--- config.mk ---
export PLATFORM = sky130hd
export DESIGN_NAME = hssim_frame_ctrl
export DESIGN_NICKNAME = d
export VERILOG_FILES = /design/src/rtl/hssim_pkg.sv /design/src/rtl/hssim_valid_delay.sv /design/src/rtl/hssim_frame_ctrl.sv
export SDC_FILE = /design/constraint.sdc
export NUM_CORES = 1
export LEC_CHECK = 0
export ABC_CLOCK_PERIOD_IN_PS = 5700
export CORE_MARGIN = 2
export CORE_UTILIZATION = 60
export CTS_BUF_LIST = sky130_fd_sc_hd__clkbuf_4
export CTS_CLUSTER_SIZE = 30
export DETAILED_ROUTE_END_ITERATION = 12
export PLACE_DENSITY = 0.87
export REMOVE_ABC_BUFFERS = 1
export SLEW_MARGIN = 20
export SYNTH_ARGS = -nofsm -noshare
export SYNTH_HDL_FRONTEND = slang
export SYNTH_SLANG_ARGS = --single-unit
--- constraint.sdc ---
create_clock -name clk -period 5.7 [get_ports clk]
set_input_delay 1.71 -clock clk [delete_from_list [all_inputs] [get_ports clk]]
set_output_delay 1.71 -clock clk [all_outputs]
set_load 0.01 [all_outputs]
--- src/rtl/hssim_pkg.sv ---
// Shared definitions for the HSSIM frame controller: state encoding, default
// geometry and timing, and the end-of-frame position test.
package hssim_pkg;

    typedef enum logic [2:0] {
        ST_IDLE   = 3'd0,
        ST_CLEAR  = 3'd1,
        ST_STREAM = 3'd2,
        ST_FLUSH  = 3'd3,
        ST_DONE   = 3'd4
    } hssim_state_e;

    localparam logic [15:0] HSSIM_HIM_LEN   = 16'd520;
    localparam logic [15:0] HSSIM_HIM_ROWS  = 16'd520;
    localparam logic [7:0]  HSSIM_HKER_SIZE = 8'd3;
    localparam logic [7:0]  HSSIM_CLR_CYC   = 8'd4;
    localparam logic [7:0]  HSSIM_PIPE_LAT  = 8'd12;

    // True when (col,row) addresses the final pixel of a frame.
    function automatic logic hssim_is_last(input logic [15:0] col,
                                           input logic [15:0] row,
                                           input logic [15:0] len,
                                           input logic [15:0] rows);
        return (col == (len - 16'd1)) && (row == (rows - 16'd1));
    endfunction

endpackage

--- src/rtl/hssim_valid_delay.sv ---
// Fixed-depth shift register that realigns the pixel tag with the datapath
// output; a clear flushes every stage in one cycle.
module hssim_valid_delay #(
    parameter int WIDTH = 1,
    parameter int DEPTH = 12
) (
    input  logic             clk,
    input  logic             rst,
    input  logic             i_clr,
    input  logic [WIDTH-1:0] i_din,
    output logic [WIDTH-1:0] o_dout
);

    logic [WIDTH-1:0] r_sr [DEPTH];

    // Shift the tag one stage per cycle; reset or clear empties the pipe.
    always_ff @(posedge clk) begin
        if (!rst || i_clr) begin
            for (int i = 0; i < DEPTH; i++) begin
                r_sr[i] <= '0;
            end
        end else begin
            r_sr[0] <= i_din;
            for (int i = 1; i < DEPTH; i++) begin
                r_sr[i] <= r_sr[i-1];
            end
        end
    end

    assign o_dout = r_sr[DEPTH-1];

endmodule

--- src/rtl/hssim_frame_ctrl.sv ---
// Frame sequencer for the HSSIM datapath: clears the line buffers, streams one
// frame of pixels without stalling, drains the pipeline and reports completion.
module hssim_frame_ctrl
    import hssim_pkg::*;
#(
    parameter logic [15:0] HIM_LEN   = HSSIM_HIM_LEN,
    parameter logic [15:0] HIM_ROWS  = HSSIM_HIM_ROWS,
    parameter logic [7:0]  HKER_SIZE = HSSIM_HKER_SIZE,
    parameter logic [7:0]  CLR_CYC   = HSSIM_CLR_CYC,
    parameter logic [7:0]  PIPE_LAT  = HSSIM_PIPE_LAT
) (
    input  logic        clk,
    input  logic        rst,
    input  logic        start,
    input  logic        abort,
    input  logic        pix_valid,
    input  logic [7:0]  pix_in,
    output logic        pix_ready,
    output logic [7:0]  href_orig,
    output logic        hclearbuffer_sig,
    output logic [15:0] col_cnt,
    output logic [15:0] row_cnt,
    output logic        res_valid,
    output logic        busy,
    output logic        frame_done,
    output logic        underrun_err
);

    // The kernel window must fit inside one row of the image.
    if ({8'd0, HKER_SIZE} > HIM_LEN) begin : g_ker_check
        $error("hssim_frame_ctrl: HKER_SIZE exceeds HIM_LEN");
    end

    hssim_state_e r_state;
    logic [7:0]   r_cnt;
    logic [15:0]  r_acol;
    logic [15:0]  r_arow;
    logic         r_pix_ready;
    logic [7:0]   r_href;
    logic         r_tag;
    logic         r_clr;
    logic [15:0]  r_col;
    logic [15:0]  r_row;
    logic         r_busy;
    logic         r_done;
    logic         r_underrun;
    logic         w_res_valid;

    // Frame sequencing FSM with all outputs registered alongside the state.
    always_ff @(posedge clk) begin
        if (!rst) begin
            r_state     <= ST_IDLE;
            r_cnt       <= 8'd0;
            r_acol      <= 16'd0;
            r_arow      <= 16'd0;
            r_pix_ready <= 1'b0;
            r_href      <= 8'd0;
            r_tag       <= 1'b0;
            r_clr       <= 1'b0;
            r_col       <= 16'd0;
            r_row       <= 16'd0;
            r_busy      <= 1'b0;
            r_done      <= 1'b0;
            r_underrun  <= 1'b0;
        end else if (abort) begin
            // underrun_err deliberately survives an abort
            r_state     <= ST_IDLE;
            r_cnt       <= 8'd0;
            r_acol      <= 16'd0;
            r_arow      <= 16'd0;
            r_pix_ready <= 1'b0;
            r_href      <= 8'd0;
            r_tag       <= 1'b0;
            r_clr       <= 1'b0;
            r_col       <= 16'd0;
            r_row       <= 16'd0;
            r_busy      <= 1'b0;
            r_done      <= 1'b0;
        end else begin
            case (r_state)
                ST_IDLE: begin
                    r_done <= 1'b0;
                    if (start) begin
                        r_state    <= ST_CLEAR;
                        r_clr      <= 1'b1;
                        r_busy     <= 1'b1;
                        r_cnt      <= 8'd0;
                        r_underrun <= 1'b0;
                    end else begin
                        r_state <= ST_IDLE;
                    end
                end
                ST_CLEAR: begin
                    if (r_cnt == (CLR_CYC - 8'd1)) begin
                        r_state     <= ST_STREAM;
                        r_clr       <= 1'b0;
                        r_pix_ready <= 1'b1;
                        r_cnt       <= 8'd0;
                        r_acol      <= 16'd0;
                        r_arow      <= 16'd0;
                    end else begin
                        r_cnt <= r_cnt + 8'd1;
                    end
                end
                ST_STREAM: begin
                    // No stall path: a missing pixel becomes a zero bubble.
                    r_href <= pix_valid ? pix_in : 8'd0;
                    r_tag  <= pix_valid;
                    r_col  <= r_acol;
                    r_row  <= r_arow;
                    if (!pix_valid) begin
                        r_underrun <= 1'b1;
                    end else begin
                        r_underrun <= r_underrun;
                    end
                    if (hssim_is_last(r_acol, r_arow, HIM_LEN, HIM_ROWS)) begin
                        r_state     <= ST_FLUSH;
                        r_pix_ready <= 1'b0;
                        r_acol      <= 16'd0;
                        r_arow      <= 16'd0;
                        r_cnt       <= 8'd0;
                    end else if (r_acol == (HIM_LEN - 16'd1)) begin
                        r_acol <= 16'd0;
                        r_arow <= r_arow + 16'd1;
                    end else begin
                        r_acol <= r_acol + 16'd1;
                    end
                end
                ST_FLUSH: begin
                    r_href <= 8'd0;
                    r_tag  <= 1'b0;
                    if (r_cnt == (PIPE_LAT - 8'd1)) begin
                        r_state <= ST_DONE;
                        r_done  <= 1'b1;
                        r_cnt   <= 8'd0;
                        r_col   <= 16'd0;
                        r_row   <= 16'd0;
                    end else begin
                        r_cnt <= r_cnt + 8'd1;
                    end
                end
                ST_DONE: begin
                    r_state <= ST_IDLE;
                    r_done  <= 1'b0;
                    r_busy  <= 1'b0;
                end
                default: begin
                    r_state     <= ST_IDLE;
                    r_cnt       <= 8'd0;
                    r_pix_ready <= 1'b0;
                    r_href      <= 8'd0;
                    r_tag       <= 1'b0;
                    r_clr       <= 1'b0;
                    r_busy      <= 1'b0;
                    r_done      <= 1'b0;
                end
            endcase
        end
    end

    hssim_valid_delay #(
        .WIDTH (1),
        .DEPTH (int'(PIPE_LAT))
    ) u_tag_delay (
        .clk    (clk),
        .rst    (rst),
        .i_clr  (abort),
        .i_din  (r_tag),
        .o_dout (w_res_valid)
    );

    assign pix_ready        = r_pix_ready;
    assign href_orig        = r_href;
    assign hclearbuffer_sig = r_clr;
    assign col_cnt          = r_col;
    assign row_cnt          = r_row;
    assign res_valid        = w_res_valid;
    assign busy             = r_busy;
    assign frame_done       = r_done;
    assign underrun_err     = r_underrun;

endmodule

# Yosys cells after proc, flatten, opt, wreduce, memory -nomap -nowiden
# Memories as Yosys holds them, arrays and structs flattened.
# Cells that the tools add are included.
[word_totals]
regBits = 89
ramBits = 12
in_bits = 13
output_inout_bits = 46
elab_cells = 123
mem_count = 1
[mem_list]
columns = ["memory", "words", "word_bits", "read_ports", "rd_clocked_by_memory_dff", "write_ports", "line_no", "rtl"]
rows = [
  ["u_tag_delay.r_sr", 12, 1, 12, 0, 12, "hssim_valid_delay.sv:14", "logic [WIDTH-1:0] r_sr [DEPTH];"],
]
[classes]
add_sub_neg = 3
eq_ne = 14
n_mux = 50
n_bitwise = 19
n_reduce_logical = 23
[ops]
columns = ["op", "count"]
rows = [
  ["$pmux 16 s2", 4],
  ["$mux 16", 6],
  ["$mux 8", 5],
  ["$pmux 8 s5", 1],
  ["$add 16x1->16 const B", 2],
  ["$eq 16x10->1 const B", 2],
  ["$mux 1", 23],
  ["$pmux 8 s2", 1],
  ["$reduce_and 3->1", 5],
  ["$or 1x1->1", 12],
  ["$pmux 3 s4", 1],
  ["$reduce_or 3->1", 4],
  ["$ne 2x2->1 const B", 5],
  ["$mux 3", 3],
  ["$add 8x1->8 const B", 1],
  ["$eq 8x2->1 const B", 1],
  ["$eq 8x4->1 const B", 1],
  ["$pmux 1 s2", 4],
  ["$reduce_and 2->1", 4],
  ["$not 1->1", 7],
  ["$eq 3x2->1 const B", 2],
  ["$pmux 1 s3", 2],
  ["$reduce_bool 2->1", 3],
  ["$reduce_and 4->1", 1],
  ["8 further kinds", 9],
]

# Logic depth before layout (Yosys ltp)
# Gate-level depths: netlist of the first run.
[logic_depth]
ltp_word = 5
mapped_depth = 8

# Cells and area by module
# A second synthesis of the first run with hierarchy kept.
[hier_totals]
hier_cells = 479
area_unflattened_um2 = 4277.9
[modules_own_cells]
columns = ["module", "instances", "cells_each", "area_per_inst_um2", "seq_area_each_um2"]
rows = [
  ["hssim_frame_ctrl", 1, 453, 3913.8, 1781.7],
  ["hssim_valid_delay", 1, 26, 364.1, 240.2],
]

# Worst setup path before layout of the first run
# No wires, ideal clock.
[synth_path]
path_kind = "input -> register"
start = "input port rst"
end = "register r_href[0], in the netlist href_orig[0]"
setup_ns = 0.059
arrival_ns = 2.589
required_time_ns = 5.641
path_slack_ns = 3.052
path_stages = 4
path_buffers = 1
path_cell_list = "nor2b_1 and3_1 clkbuf_1 a22o_1"
[synth_between]
elab_chain_len = 2
[synth_rtl]
columns = ["element", "line_no", "rtl"]
rows = [
  ["from (decl)", "hssim_frame_ctrl.sv:13", "input logic rst,"],
  ["$not 1->1 (no line)", "-", ""],
  ["$reduce_or 2->1 (no line)", "-", ""],
  ["to (signal assigned)", "hssim_frame_ctrl.sv:107", "r_href <= pix_valid ? pix_in : 8'd0;"],
  ["to (decl)", "hssim_frame_ctrl.sv:39", "logic [7:0] r_href;"],
]
# Every way passes these cells.
# A chain may end at the register's enable or synchronous reset.

# Worst setup path in the final report of the first run
[layout_path]
start = "input port rst"
end = "register r_arow[6]"
[layout_between]
elab_chain_len = 2
[layout_rtl]
columns = ["element", "line_no", "rtl"]
rows = [
  ["$not 1->1 (no line)", "-", ""],
  ["$reduce_or 2->1 (no line)", "-", ""],
  ["to (signal assigned)", "hssim_frame_ctrl.sv:124", "r_arow <= r_arow + 16'd1;"],
  ["to (decl)", "hssim_frame_ctrl.sv:37", "logic [15:0] r_arow;"],
]
# Every way passes these cells.

==> results of run 1 <==
==> logic make-up after synthesis <==
| family | Yosys count | share of synthesized area |
|---|---|---|
| xor gates and xnor gates | 2 | 0.00406 |
| DFF | 101 | 0.469 |
| adders and majority gates | 4 | 0.0116 |
| and+or+nand+nor | 197 | 0.250 |
| AOI/OAI and AO/OA | 142 | 0.221 |
| buffers and inverters | 41 | 0.0447 |
==> stage by stage <==
step                      area, um^2  total power (uW)   util  worst slack [ns]
after detailed placement        4870               759  0.709              1.94
after CTS                       5000              1110  0.729              2.42
after floorplan                 4150               740      -              2.41
after global routing            5000              1140  0.729              2.16
final                           5000              1100  0.729              2.38
after global placement          4870               758  0.709              2.06
==> worst min path at each step <==
| stage | from | end | slack (ns) | cells past startpoint |
|---|---|---|---|---|
| global route | u_tag_delay.r_sr[0][7]$_SDFF_PP0_ | u_tag_delay.r_sr[0][8]$_SDFF_PP0_ | 0.47 | 1 |
| floorplan | u_tag_delay.r_sr[0][9]$_SDFF_PP0_ | u_tag_delay.r_sr[0][10]$_SDFF_PP0_ | 0.41 | 1 |
| CTS | u_tag_delay.r_sr[0][0]$_SDFF_PP0_ | u_tag_delay.r_sr[0][1]$_SDFF_PP0_ | 0.45 | 1 |
| detailed placement | u_tag_delay.r_sr[0][1]$_SDFF_PP0_ | u_tag_delay.r_sr[0][2]$_SDFF_PP0_ | 0.41 | 1 |
| finish | u_tag_delay.r_sr[0][0]$_SDFF_PP0_ | u_tag_delay.r_sr[0][1]$_SDFF_PP0_ | 0.44 | 1 |
| global placement | u_tag_delay.r_sr[0][9]$_SDFF_PP0_ | u_tag_delay.r_sr[0][10]$_SDFF_PP0_ | 0.41 | 1 |
==> routing by layer <==
layer	up-vias	part of all wire	track usage
met4	0	0.020	0.105
met3	21	0.052	0.0588
met1	1845	0.44	0.349
li1	1876	-	-
met5	-	0	0
met2	114	0.49	0.442
==> cells in the mapped netlist, types with 2 or more instances <==
library cell | n | area share
o211ai_1 | 2 | 0.0035
nand2_1 | 28 | 0.024
nor3b_1 | 2 | 0.0035
ha_1 | 4 | 0.012
buf_2 | 10 | 0.012
o21a_1 | 2 | 0.0035
a41oi_1 | 2 | 0.0041
a21oi_2 | 2 | 0.0041
inv_1 | 7 | 0.0061
buf_6 | 3 | 0.0078
a21oi_1 | 35 | 0.041
or3_1 | 10 | 0.015
or4_1 | 6 | 0.010
nor4_1 | 5 | 0.0073
dfxtp_1 | 101 | 0.47
and2_1 | 13 | 0.019
o21ai_0 | 25 | 0.029
and4_1 | 5 | 0.010
a31oi_1 | 4 | 0.0058
nor4_2 | 2 | 0.0058
and3_1 | 7 | 0.010
o221a_2 | 2 | 0.0052
o31ai_1 | 5 | 0.0087
clkbuf_1 | 20 | 0.017
nor2_1 | 52 | 0.045
nand4b_1 | 2 | 0.0041
nand2b_1 | 4 | 0.0058
nand4_1 | 5 | 0.0073
nor2_4 | 2 | 0.0052
a211oi_1 | 4 | 0.0070
o211a_1 | 3 | 0.0070
a22oi_1 | 35 | 0.061
nand3b_1 | 5 | 0.0087
nand3_1 | 21 | 0.024
a21o_1 | 2 | 0.0035
a22o_1 | 9 | 0.018
nor3_1 | 20 | 0.023
==> registers in the layout (all words and copies together) (netlist names), 3 cells and up <==
| register | flops |
|---|---|
| u_tag_delay.r_sr | 12 |
| r_cnt | 8 |
| href_orig | 8 |
| r_state | 3 |
| r_arow | 16 |
| row_cnt | 16 |
| r_acol | 16 |
| col_cnt | 16 |
==> power by group <==
part	switching, uW	leakage (uW)	internal [uW]
combinational	19.7	0.000738	14.3
sequential	1.85	0.000814	708
clock	260	0.0000710	101
==> layout make-up <==
type | count | area share
multi-input cells | 345 | 0.420
flip-flops and latches | 101 | 0.404
repair buffers | 61 | 0.120
well taps | 96 | 0.0240
clock buffers | 9 | 0.0135
clock inverters | 7 | 0.0130
inverters | 7 | 0.00525
==> impl_metrics.csv, run 1 <==
group,metric,value,unit
run_status,status,"complete, no violations",
critical_path,r2r_slack,2.75,ns
pwr,peakVddDrop,0.133,mV
timing,rsz0062_at_grt,"false",
logic_synthesis,synthesis.area,4310,um^2
timing,hold_violations,0,
timing,skew,0.0154,ns
pwr,power_density,221,nW/um^2
timing,relSlewSlack,0.401,
routing,first_pass_iters,5,
logic_synthesis,yosysSeqAreaShare,0.469,
floorplanning,pin_count,59,
timing,slew_violations,0,
timing,tns,0,ns
critical_path,path_delay_family,"compound AO/OA/AOI/OAI gates",
logic_synthesis,synth_edf_count,0,
logic_synthesis,yosysUniqueCellTypes,58,
critical_path,cp.arrival,3.70,ns
routing,vias,3856,
cells_and_area,mostFrequentLayoutCells,"101 x dfxtp_1, 58 x clkdlybuf4s50_1, 52 x nor2_1",
place,gp_congestion,0.903,
critical_path,startpoint_type,"input port",
critical_path,regToRegStartpoint,"r_acol[0]$_SDFFE_PP0P_",
logic_synthesis,yosysWarnings,0,
logic_synthesis,syn_avg_cell_area,8.86,um^2
cells_and_area,antennaDiodeCount,0,
timing,tightest_slew,0.896,ns
critical_path,reg2regPathDepth,6,
global_routing,grt_pass1_vias,3580,
routing,drt_iter0_drc,330,
critical_path,worstPathCellList,"clkdlybuf4s50_1 -> nor2b_1 -> o21ai_1 -> a21oi_1",
cells_and_area,area_delta_synth_final,16.0,%
critical_path,slowest_delay,0.67,ns
critical_path,cp_slowest_cell,"nor2b_1",
critical_path,crit_path_max_fanout,13,
global_routing,grt_antenna_before_repair,0,
clock_network,postCtsResizedCells,0,
timing,finalCriticalPeriod,3.32,ns
cells_and_area,seq_area,2020,um^2
logic_synthesis,synth_ff_type,"dfxtp_1",
run,maxCapViolations,0,
cells_and_area,drive_gt1_frac,0.0604,
place,hpwl,6.62,mm
logic_synthesis,synth_seq_cells,101,
clock_network,htreeDepth,3,
routing,routedWlPerCell,16.0,um
timing,setup_viol,0,
clock_network,postCtsSetupBuffers,0,
cells_and_area,layout_commonest_cell,"dfxtp_1",
critical_path,reg2reg_to,"r_arow[6]$_SDFFE_PP0P_",
min_path,min-delay-path-class,"flip-flop to flip-flop",
floorplanning,die_area,7880,um^2
pwr,p_leak,0.00162,uW
cells_and_area,fillCellCount,555,
place,dp.cells,610,
critical_path,crit_start,"rst",
critical_path,end_kind,"flip-flop",
floorplanning,die_x,88.8,um
cells_and_area,layout.nets,542,
routing,drt_wl_total,10.0,mm
routing,ant_nets,0,
logic_synthesis,synthArstFlopShare,0,
floorplanning,rows,30,
floorplanning,core-area,6870,um^2
floorplanning,initial_core_util,0.628,
clock_network,clock_latency,0.46,ns
clock_network,clkTransAtPathRegs,0.17,ns
routing,drc,0,
clock_network,cts_tree,"built",
critical_path,path_buf_inv,1,
timing,timing.hold.ws,0.444,ns
global_routing,grt_first_pass_wirelength,16.8,mm
clock_network,root_buffer,"clkbuf_4",
clock_network,cts_buffers,9,
timing,fin_crit_sh,0.583,
global_routing,grt_util_all_layers,0.270,
clock_network,cts_sinks,101,
critical_path,crit_type,"input port to flip-flop",
critical_path,critical_path_depth,4,
critical_path,cp_data_required_time,6.07,ns
clock_network,postCtsHoldBufs,0,
cells_and_area,multi_input_area,2100,um^2
critical_path,cp-endpoint,"r_arow[6]$_SDFFE_PP0P_",
logic_synthesis,synthCells,487,
clock_network,clock_path_buffers,2,
place,place.port_buffers,58,
routing,vias_per_cell,6.16,
cells_and_area,stdcell_count,626,
global_routing,grt-ovfl-total,0,
timing,fmax,301,MHz
global_routing,grt_max_degree,39,
floorplanning,fp.dieH,88.8,um
Power figures use the tool's default switching activity.
==> run 2: changes to the inputs <==
- ABC_CLOCK_PERIOD_IN_PS: 5700 -> 3200
- CORE_UTILIZATION: 60 -> 57
- PLACE_DENSITY: 0.87 -> 0.84
- clock period: 5.7 -> 3.2 ns (I/O delays scaled with it)
==> run 2 against run 1 <==
Compared with the run above: critical path depth rose by 2; largest power group unchanged; clock-buffer cell count is the same; worst setup slack worse by 1.7 ns; combinational power rose by 85%.
==> impl_metrics.csv, run 2 (synthesis results as in run 1) <==
group,metric,value,unit
min_path,min-delay-path-class,"flip-flop to flip-flop",
place,gp_congestion,0.904,
timing,fmax,391,MHz
critical_path,cp.arrival,2.87,ns
routing,routedWlPerCell,15.5,um
floorplanning,core-area,7290,um^2
timing,rsz0062_at_grt,"false",
routing,drt_wl_total,9.85,mm
critical_path,crit_type,"flip-flop to flip-flop",
routing,first_pass_iters,5,
critical_path,cp_slowest_cell,"o21ai_1",
run,maxCapViolations,0,
critical_path,regToRegStartpoint,"r_cnt[0]$_SDFFE_PP0P_",
place,dp_slack,0.435,ns
clock_network,root_buffer,"clkbuf_4",
timing,skew,0.0160,ns
clock_network,postCtsSetupBuffers,0,
routing,ant_nets,0,
timing,hold_violations,0,
critical_path,cp_data_required_time,3.51,ns
critical_path,end_kind,"flip-flop",
clock_network,htreeDepth,3,
floorplanning,rows,31,
pwr,power.switching,451,uW
clock_network,cts_tree,"built",
floorplanning,fp.dieH,91.0,um
timing,fin_crit_sh,0.800,
cells_and_area,drive_gt1_frac,0.0673,
timing,tightest_slew,0.944,ns
pwr,p_int,1600,uW
timing,tns,0,ns
cells_and_area,antennaDiodeCount,0,
timing,slew_violations,0,
place,place.port_buffers,58,
global_routing,grt_first_pass_wirelength,16.4,mm
clock_network,cts_buffers,9,
pwr,power_frac_comb,0.031,
global_routing,grt_antenna_before_repair,0,
timing,fin_ws,0.639,ns
clock_network,cts_sinks,101,
run_status,status,"complete, no violations",
routing,vias,3846,
clock_network,clock_path_buffers,2,
cells_and_area,layout_commonest_cell,"dfxtp_1",
timing,setup_viol,0,
clock_network,clock_latency,0.45,ns
floorplanning,initial_core_util,0.591,
global_routing,grt_max_degree,36,
pwr,p_leak,0.00166,uW
critical_path,crit_path_max_fanout,13,
routing,vias_per_cell,6.07,
global_routing,grt-ovfl-total,0,
clock_network,postCtsResizedCells,0,
floorplanning,die_x,91.0,um
pwr,power_density,405,nW/um^2
pwr,switching_share,0.220,
place,hpwl,6.75,mm
global_routing,grt_pass1_vias,3488,
routing,drc,0,
critical_path,startpoint_type,"flip-flop",
critical_path,r2r_slack,0.64,ns
pwr,seqPwrFrac,0.616,
pwr,clkPwrFrac,0.354,
min_path,hp-start,"u_tag_delay.r_sr[0][1]$_SDFF_PP0_",
critical_path,slowest_delay,0.81,ns
pwr,peakVddDrop,0.188,mV
critical_path,reg2reg_to,"r_arow[4]$_SDFFE_PP0P_",
floorplanning,pin_count,59,
min_path,holdPathStages,1,
cells_and_area,layout.nets,547,
routing,drt_iter0_drc,212,
timing,finalCriticalPeriod,2.56,ns
min_path,holdPathEnd,"u_tag_delay.r_sr[0][2]$_SDFF_PP0_",
critical_path,worstPathCellList,"ha_1 -> nor4b_4 -> nand3_1 -> a21o_1 -> o21ai_1 -> nor2_1",
global_routing,grt_util_all_layers,0.240,
clock_network,clkTransAtPathRegs,0.15,ns
critical_path,reg2regPathDepth,6,
cells_and_area,mostFrequentLayoutCells,"101 x dfxtp_1, 58 x clkdlybuf4s50_1, 52 x nor2_1",
timing,relSlewSlack,0.367,
critical_path,path_delay_family,"compound AO/OA/AOI/OAI gates",
critical_path,path_buf_inv,0,
cells_and_area,area_delta_synth_final,17.6,%
clock_network,postCtsHoldBufs,0,
floorplanning,die_area,8280,um^2
==> run 2: cell types whose count changed in the layout (fill, tap and decap cells not counted), sizes merged <==
cell,change
buf,+5
inv,-4
bufinv,+2
clkinv,+2
==> run 2: power by group through the flow <==
stage	Combinational, uW	Sequential (uW)	Clock, uW
final	62.9	1260	725
after global routing	68.6	1270	792
after CTS	62.9	1260	735
after detailed placement	62.8	1290	0
after global placement	61.4	1290	0
after floorplan	27.0	1290	0
==> run 2: layout make-up <==
class,count,area (um^2)
tap,99,124
inverter,7,26.3
timing repair buffer,66,641
sequential,101,2020
fill,580,2220
multi-input combinational,345,2100
clock inverter,7,90.1
clock buffer,9,67.6
==> run 2: worst reg2reg max path: cells and delay by family (launching register included) <==
| family | cells | cell delay (ns) |
|---|---|---|
| compound gates | 2 | 1.19 |
| fa+ha+maj | 1 | 0.25 |
| flops | 1 | 0.42 |
| simple gates | 3 | 0.56 |
==> run 2: worst max-delay path by stage <==
| stage | end | from | cells past startpoint |
|---|---|---|---|
| after detailed placement | r_arow[9]$_SDFFE_PP0P_ | rst | 4 |
| after global routing | r_arow[5]$_SDFFE_PP0P_ | r_cnt[0]$_SDFFE_PP0P_ | 6 |
| after global placement | r_arow[12]$_SDFFE_PP0P_ | rst | 4 |
| after CTS | r_arow[4]$_SDFFE_PP0P_ | r_cnt[0]$_SDFFE_PP0P_ | 6 |
| final | r_arow[4]$_SDFFE_PP0P_ | r_cnt[0]$_SDFFE_PP0P_ | 6 |
| after floorplan | r_arow[11]$_SDFFE_PP0P_ | abort | 4 |
==> run 2: routing by layer <==
| layer | global-route usage | vias up | share of wire |
|---|---|---|---|
| met3 | 0.0390 | 16 | 0.055 |
| met1 | 0.324 | 1838 | 0.46 |
| met5 | 0 | - | 0 |
| met4 | 0.120 | 0 | 0.019 |
| met2 | 0.373 | 109 | 0.46 |
| li1 | - | 1883 | - |
==> run 2: metrics by stage <==
step	total power [uW]	utilization	instance area [um^2]	hold WS, ns	cells
after floorplan	1320	-	4150	0.406	453
after global placement	1350	0.674	4910	0.409	618
after detailed placement	1350	0.674	4910	0.414	618
after CTS	2060	0.695	5070	0.434	634
after global routing	2130	0.695	5070	0.452	634
final	2050	0.695	5070	0.436	634
